**src/rtl/mux_data_source_pipe.sv**
```systemverilog
// mux_data_source_pipe: registered write-back source selector.
// Selects one of NUM_SRC packed sources by index and passes the result
// through a 2-entry elastic buffer (main + skid) with valid/ready on both
// sides. Out-of-range selects emit DEFAULT_VAL and set a sticky error.
// Optional feature macro: MUX_DATA_SOURCE_STATS_EN enables the saturating
// output-transfer counter on xfer_cnt (otherwise xfer_cnt is tied to 0).
module mux_data_source_pipe #(
  parameter int                 DATA_W      = 32,
  parameter int                 NUM_SRC     = 10,
  parameter int                 SEL_W       = 4,
  parameter logic [DATA_W-1:0]  DEFAULT_VAL = '0
) (
  input  logic                      clk,
  input  logic                      reset,
  input  logic [NUM_SRC*DATA_W-1:0] src_in,
  input  logic [SEL_W-1:0]          sel,
  input  logic                      in_valid,
  output logic                      in_ready,
  output logic [DATA_W-1:0]         out_data,
  output logic [SEL_W-1:0]          out_sel,
  output logic                      out_valid,
  input  logic                      out_ready,
  input  logic                      flush,
  output logic                      err,
  output logic [SEL_W-1:0]          err_sel,
  input  logic                      err_clr,
  output logic [15:0]               xfer_cnt
);

  typedef enum logic [1:0] {
    S_EMPTY = 2'd0,
    S_ONE   = 2'd1,
    S_TWO   = 2'd2
  } state_t;

  localparam logic [SEL_W:0] NUM_SRC_W = (SEL_W+1)'(NUM_SRC);

  state_t            state_q, state_d;
  logic [DATA_W-1:0] main_data_q, main_data_d;
  logic [SEL_W-1:0]  main_sel_q, main_sel_d;
  logic [DATA_W-1:0] skid_data_q, skid_data_d;
  logic [SEL_W-1:0]  skid_sel_q, skid_sel_d;
  logic              err_q, err_d;
  logic [SEL_W-1:0]  err_sel_q, err_sel_d;

  logic              in_fire;
  logic              out_fire;
  logic              sel_ok;
  logic [DATA_W-1:0] entry_data;

  // Handshake qualifiers; in_ready looks only at state and flush.
  assign in_ready  = (state_q != S_TWO) & ~flush;
  assign out_valid = (state_q != S_EMPTY);
  assign in_fire   = in_valid & in_ready;
  assign out_fire  = out_valid & out_ready;
  assign sel_ok    = ({1'b0, sel} < NUM_SRC_W);

  assign out_data  = main_data_q;
  assign out_sel   = main_sel_q;
  assign err       = err_q;
  assign err_sel   = err_sel_q;

  // Source mux: pick the indexed source, DEFAULT_VAL when out of range.
  always_comb begin
    entry_data = DEFAULT_VAL;
    for (int k = 0; k < NUM_SRC; k++) begin
      if (sel == SEL_W'(k)) entry_data = src_in[k*DATA_W +: DATA_W];
    end
  end

  // Buffer next-state: main holds the head entry, skid the overflow one.
  always_comb begin
    state_d     = state_q;
    main_data_d = main_data_q;
    main_sel_d  = main_sel_q;
    skid_data_d = skid_data_q;
    skid_sel_d  = skid_sel_q;
    case (state_q)
      S_EMPTY: begin
        if (in_fire) begin
          main_data_d = entry_data;
          main_sel_d  = sel;
          state_d     = S_ONE;
        end
      end
      S_ONE: begin
        if (in_fire && out_fire) begin
          main_data_d = entry_data;
          main_sel_d  = sel;
        end else if (out_fire) begin
          state_d = S_EMPTY;
        end else if (in_fire) begin
          skid_data_d = entry_data;
          skid_sel_d  = sel;
          state_d     = S_TWO;
        end
      end
      S_TWO: begin
        if (out_fire) begin
          main_data_d = skid_data_q;
          main_sel_d  = skid_sel_q;
          state_d     = S_ONE;
        end
      end
      default: state_d = S_EMPTY;
    endcase
    // Flush drops every buffered entry; stale data in the regs is harmless.
    if (flush) state_d = S_EMPTY;
  end

  // Sticky error: a new error in the same cycle as a clear wins.
  always_comb begin
    err_d     = err_q;
    err_sel_d = err_sel_q;
    if (err_clr) begin
      err_d     = 1'b0;
      err_sel_d = '0;
    end
    if (in_fire && !sel_ok) begin
      err_d = 1'b1;
      if (!err_q || err_clr) err_sel_d = sel;
    end
  end

  // State, buffer and error registers.
  always_ff @(posedge clk or negedge reset) begin
    if (!reset) begin
      state_q     <= S_EMPTY;
      main_data_q <= '0;
      main_sel_q  <= '0;
      skid_data_q <= '0;
      skid_sel_q  <= '0;
      err_q       <= 1'b0;
      err_sel_q   <= '0;
    end else begin
      state_q     <= state_d;
      main_data_q <= main_data_d;
      main_sel_q  <= main_sel_d;
      skid_data_q <= skid_data_d;
      skid_sel_q  <= skid_sel_d;
      err_q       <= err_d;
      err_sel_q   <= err_sel_d;
    end
  end

`ifdef MUX_DATA_SOURCE_STATS_EN
  logic [15:0] xfer_cnt_q, xfer_cnt_d;

  // Saturating output-transfer count; flush takes priority over a fire.
  always_comb begin
    xfer_cnt_d = xfer_cnt_q;
    if (flush) xfer_cnt_d = '0;
    else if (out_fire && (xfer_cnt_q != 16'hFFFF)) xfer_cnt_d = xfer_cnt_q + 16'd1;
  end

  // Transfer counter register.
  always_ff @(posedge clk or negedge reset) begin
    if (!reset) xfer_cnt_q <= '0;
    else        xfer_cnt_q <= xfer_cnt_d;
  end

  assign xfer_cnt = xfer_cnt_q;
`else
  assign xfer_cnt = '0;
`endif

endmodule

```
**config.mk**
```make
export PLATFORM = sky130hd
export DESIGN_NAME = mux_data_source_pipe
export DESIGN_NICKNAME = d
export VERILOG_FILES = /design/src/rtl/mux_data_source_pipe.sv
export SDC_FILE = /design/constraint.sdc
export NUM_CORES = 1
export LEC_CHECK = 0
export CORE_AREA = 4 4 150 152
export CTS_CLUSTER_SIZE = 24
export DETAILED_ROUTE_END_ITERATION = 12
export DIE_AREA = 0 0 154 156
export GPL_ROUTABILITY_DRIVEN = 0
export GPL_TIMING_DRIVEN = 0
export HOLD_SLACK_MARGIN = 0.12
export PLACE_DENSITY = 0.84
export SLEW_MARGIN = 10
export SYNTH_ARGS = -nofsm -noshare
export SYNTH_HDL_FRONTEND = slang
export SYNTH_SLANG_ARGS = --single-unit
export TNS_END_PERCENT = 20
```
**constraint.sdc**
```tcl
create_clock -name clk -period 2 [get_ports clk]
set_input_delay 0.4 -clock clk [delete_from_list [all_inputs] [get_ports clk]]
set_output_delay 0.4 -clock clk [all_outputs]
set_load 0.02 [all_outputs]
```
* Word level (Yosys, flattened, before mapping)
Index checks and enable logic that the tools add are counted.
** Storage, ports and cells
- Bits of input ports :: 330
- Bits in registers :: 79
- Output and inout bits :: 59
- Word-level logic and storage cells :: 76
** Cells by class
- $lt $le $gt $ge :: 1
- Mux-type cells :: 30
- Reduce and logical (&&, ||, !) cells :: 13
- Bitwise operators :: 6
- Eq/ne operators :: 19
** Operators with widths (count)
- two-way mux 32 bit :: 13
- case mux 32 bit (3 select lines) :: 1
- two-way mux 4 bit :: 6
- == test 4 x 3 -> 1 bit, second input constant :: 4
- two-way mux 2 bit :: 6
- case mux 4 bit (3 select lines) :: 1
- AND reduction 4 bit :: 3
- != test 3 bit, second input constant :: 3
- == test 4 x 2 -> 1 bit, second input constant :: 2
- == test 4 bit, second input constant :: 2
- != test 2 bit, second input constant :: 4
- case mux 2 bit (3 select lines) :: 1
- == test 4 x 1 -> 1 bit, second input constant :: 1
- zero test 4 bit :: 1
- less-than comparator 4 bit, second input constant :: 1
- != test 4 bit, second input constant :: 1
- nonzero test 2 bit :: 2
- bitwise AND 1 bit :: 3
- NOT 1 bit :: 3
- nonzero test 3 bit :: 1
- == test 2 x 1 -> 1 bit, second input constant :: 1
- == test 2 bit, second input constant :: 1
- logical AND 1 bit :: 2
- zero test 1 bit :: 2
- other kinds (3) :: 4

* Logic depth before layout (Yosys ltp)
- Depth after elaboration :: 13
- Gate-level depth with buffers :: 9
- Gate-level depth less buffers :: 5

* Worst setup path after synthesis
No wires, ideal clock.
- Path kind :: reg2reg
- Start :: reg state_q[1]
- End :: reg err_sel_q[2] (netlist: err_sel[2])
- Setup time :: 0.125 ns
- Setup slack :: 0.010 ns
- Cell stages (with the launch flop) :: 7
- Period minus slack after synthesis :: 1.990 ns
- Arrival :: 1.865 ns
- Path buffers :: 1
- Required time :: 1.875 ns
- Cell sequence :: dfrtp_1 > nor2b_1 > buf_2 > nor2_1 > o2111a_1 > a21boi_2 > mux2_2
** Between the ends
- Cells in the longest elaborated chain, start to end :: 5
** Ends and longest elaborated chain
- start: declaration :: line 38 : state_t state_q, state_d;
- start signal: assignment :: line 136 : state_q <= state_d;
- != test 2 bit :: line 52 : assign in_ready = (state_q != S_TWO) & ~flush;
- bitwise AND 1 bit :: line 52
- net in_ready :: line 18 : output logic in_ready,
- bitwise AND 1 bit :: line 54 : assign in_fire = in_valid & in_ready;
- logical AND 1 bit :: line 119 : if (in_fire && !sel_ok) begin
- two-way mux 4 bit :: line 119
- net err_sel_d[2] :: line 44 : logic [SEL_W-1:0] err_sel_q, err_sel_d;
- end signal: assignment :: line 142 : err_sel_q <= err_sel_d;
- end: declaration :: line 44
The timed path passes the listed nets, and every way through them passes these cells.
A chain may end at the register's enable or synchronous reset.

* Worst setup path in the final report
- Start :: in sel[0]
- End :: reg skid_data_q[29]
** Between the ends
- Cells in the longest elaborated chain, start to end :: 11
- Elaborated cells on any way between the ends :: 20
- Classes of those cells :: eq/ne (9); mux (10); reduce/logical (1)
** Ends and longest elaborated chain
- start: declaration :: line 16 : input logic [SEL_W-1:0] sel,
- zero test 4 bit :: line 67 : if (sel == SEL_W'(k)) entry_data = src_in[k*DATA_W +: DATA_W];
- two-way mux 32 bit (9 in series) :: line 67
- two-way mux 32 bit * :: line 67
- end signal: assignment :: line 139 : skid_data_q <= skid_data_d;
- end: declaration :: line 41 : logic [DATA_W-1:0] skid_data_q, skid_data_d;
Mark *: on every way between the ends. The rest lies on a longest branch, timed or not.

==> metrics.csv <==
metric,value,unit
status,finished with violations,
violated checks,setup timing,
starting density of the core,0.3637,
Num CTS Buffers,9,
Die W,154,microns
yosys warns,0,
fraction of layout cells with a size suffix above 1,0.1751,
Worst setup SP type,primary input,
Die ar.,0.02402,sq mm
Core Region,0.02102,sq mm
"Cell Count, Final, Fillers Out",1654,
Post-Syn Area,0.007646,sq mm
most frequent cell after synthesis,nand2_1,
RSZ-0062 raised after global routing,true,
Yosys cell types,56,
Leakage,5.407,nW
CP arrival,2.22,ns
r2r startpoint,state_q[1],
Tot GR Track Use,0.3173,
H-tree levels,3,
worst skew pair latency,0.34,ns
HPWL Detailed,31710,microns
final layout net count,1702,
CP endpoint kind,flip-flop,
share of the synthesized area in the top cell type,0.2586,
post-route worst setup slack,-0.001032,ns
clk sinks,79,
min Tclk post-route,2.001,ns
maximum clock rate,499.7,MHz
P&R area growth vs syn,64.06,%
Pwr Density,555.0,mW/mm^2
number of synthesized flops with an enable pin,0,
vias in the first global route,9627,
crit path kind,primary input to flip-flop,
final count of pins violating max slew,0,
Final Hold Fails,0,
main area contributors after synthesis,"dfrtp_1, o21ai_0, nand2_1, a2bb2oi_1, a221oi_1",
Int Pwr,4.707,mW
placed insts,1627,
sequential-to-total area share from yosys stat,0.2586,
first-pass GRT wire length,58000,microns
Clk pwr share,0.269,
clock-pin slew on the worst setup and hold paths,0.06,ns
Rel. slew slack,0.4768,
switch share,0.3239,
Gate power share,0.423,
total iterations of the first detailed-routing run,6,
port bufs,371,
vias per cell,5.798,
CP required,2.22,ns
Reg power frac,0.308,
Final period util,1.001,
Rows,53,
worst slew pin tran,0.7848,ns
post-route ant nets,0,
Yosys top cell by area,dfrtp_1,
Post-synth top cells,"nand2_1, o21ai_0, inv_1",
via count,9590,
Hold WC Path Type,primary input to flip-flop,
# Max-Cap Violations,0,
Post-Syn Instances,965,
syn avg cell area,7.923,sq um
worst setup path start,sel[0],
peak supply drop,372.5,uV
Fin Clk Skew,0.006141,ns
Root Buffer,clkbuf_16,
Psw,2.255,mW
buffer depth of the longest clock path,2,
Setup WS pre-CTS,-1.121,ns
largest net degree at the start of global routing,64,
total grt overflow,0,
ys flop type,dfrtp_1,
I/O pin cnt,389,
Die Span Y,156,microns
Hold Crit Start,out_ready,
Iter 0 DRT Violations,797,
wire length per cell,24.44,microns
Final Total Pwr,6.962,mW
antenna violations before repair,3,
crit path max fanout,10,
ys async rst share,1.000,
total wire length,40420,microns
DR DRC count,0,
synthesized flop and latch total,79,
final setup violation count,1,
CTS tree,built,
repair_timing:
action	CTS	global route
hold endpoints to repair	16	0
gates resized for setup	56	47
pin swaps	3	3
setup endpoints to repair	66	61
setup buffers	9	1
hold buffers	1	0
critical path, stage by stage:
cell and delay (ns):
buf_2 0.23, buf_6 0.20, buf_6 0.20, buf_4 0.25, a221oi_1 0.12, a2bb2oi_1 0.28, o221ai_2 0.22, mux2_2 0.31
area by class of cell:
cell class              instances  area, sq um
clock buffers                   9        225.2
well taps                     275        344.1
multi-input cells             700         4923
flip-flops and latches         79         1977
diodes                          3        7.507
fillers                      1831         8477
clock inverters                 6        110.1
repair buffers                383         3829
plain buffers                 110        794.5
inverters                      89        334.1
kinds of logic (layout without fill, tap and decap cells):
kind of cell | after synthesis | after routing | share of synthesized area
other | 1 | 19 | 0.0004904
multiplexers | 63 | 63 | 0.08902
flip-flops | 79 | 79 | 0.2586
buffers and inverters | 201 | 597 | 0.1352
AND/OR/NAND/NOR | 278 | 278 | 0.1816
AO/OA/AOI/OAI | 343 | 343 | 0.3351
layout by cell type, fill, tap and decap left out, types with 10 or more instances in the layout:
cell,n
o21ai_1,14
nand2_1,139
nor3_1,38
o221ai_2,28
a21oi_1,39
mux2i_1,31
buf_6,26
a2bb2oi_1,40
nor2_1,10
nand3b_1,31
conb_1,16
dfrtp_1,79
a221oi_2,17
buf_2,27
a2bb2oi_2,16
a221oi_1,39
mux2_2,30
clkbuf_1,16
buf_4,33
o21ai_0,112
clkdlybuf4s50_1,364
nand2b_1,30
inv_1,83
flip-flops by register name (all words and copies together), names as in the netlist:
name	cells
err	1
skid_data_q	32
skid_sel_q	4
err_sel	4
out_sel	4
out_data	32
state_q	2
path summary, 6_finish.rpt:
check	to	slack, ns	cells after the start
min in group asynchronous	err_sel[1]	0.49	2
max	skid_data_q[29]	-0.001	8
min reg2reg	skid_sel_q[2]	0.48	2
max reg2reg	err_sel[2]	0.02	6
min	state_q[1]	0.46	2
max in group asynchronous	out_data[25]	0.91	3
power groups by stage:
stage | Combinational (mW) | Clock, mW | Sequential [mW]
after floorplan | 1.18 | 0 | 2.30
after global placement | 2.78 | 0 | 2.14
after detailed placement | 2.83 | 0 | 2.17
after CTS | 2.89 | 1.89 | 2.14
after global routing | 3.12 | 1.97 | 2.18
final | 2.94 | 1.87 | 2.14
per-layer routing:
| layer | vias to the layer above | GRT usage | share of wire |
|---|---|---|---|
| li1 | 4278 | - | - |
| met1 | 4519 | 0.3785 | 0.38 |
| met2 | 657 | 0.5439 | 0.47 |
| met3 | 136 | 0.07490 | 0.094 |
| met4 | 0 | 0.1434 | 0.051 |
| met5 | - | 0 | 0 |
per-stage QoR:
stage          utilization  setup TNS [ns]  instance area (sq um)  hold WS (ns)
6_report            0.5968       -0.001032                  12540        0.4575
5_1_grt             0.5968         -0.1586                  12540        0.4791
4_1_cts             0.5883               0                  12370        0.4740
3_5_place_dp        0.5606          -59.73                  11790        0.2951
3_3_place_gp        0.5594         -233.24                  11760        0.4598
2_1_floorplan            -               0                   7702        0.1044
No activity file was read; power rests on OpenSTA's default activity.
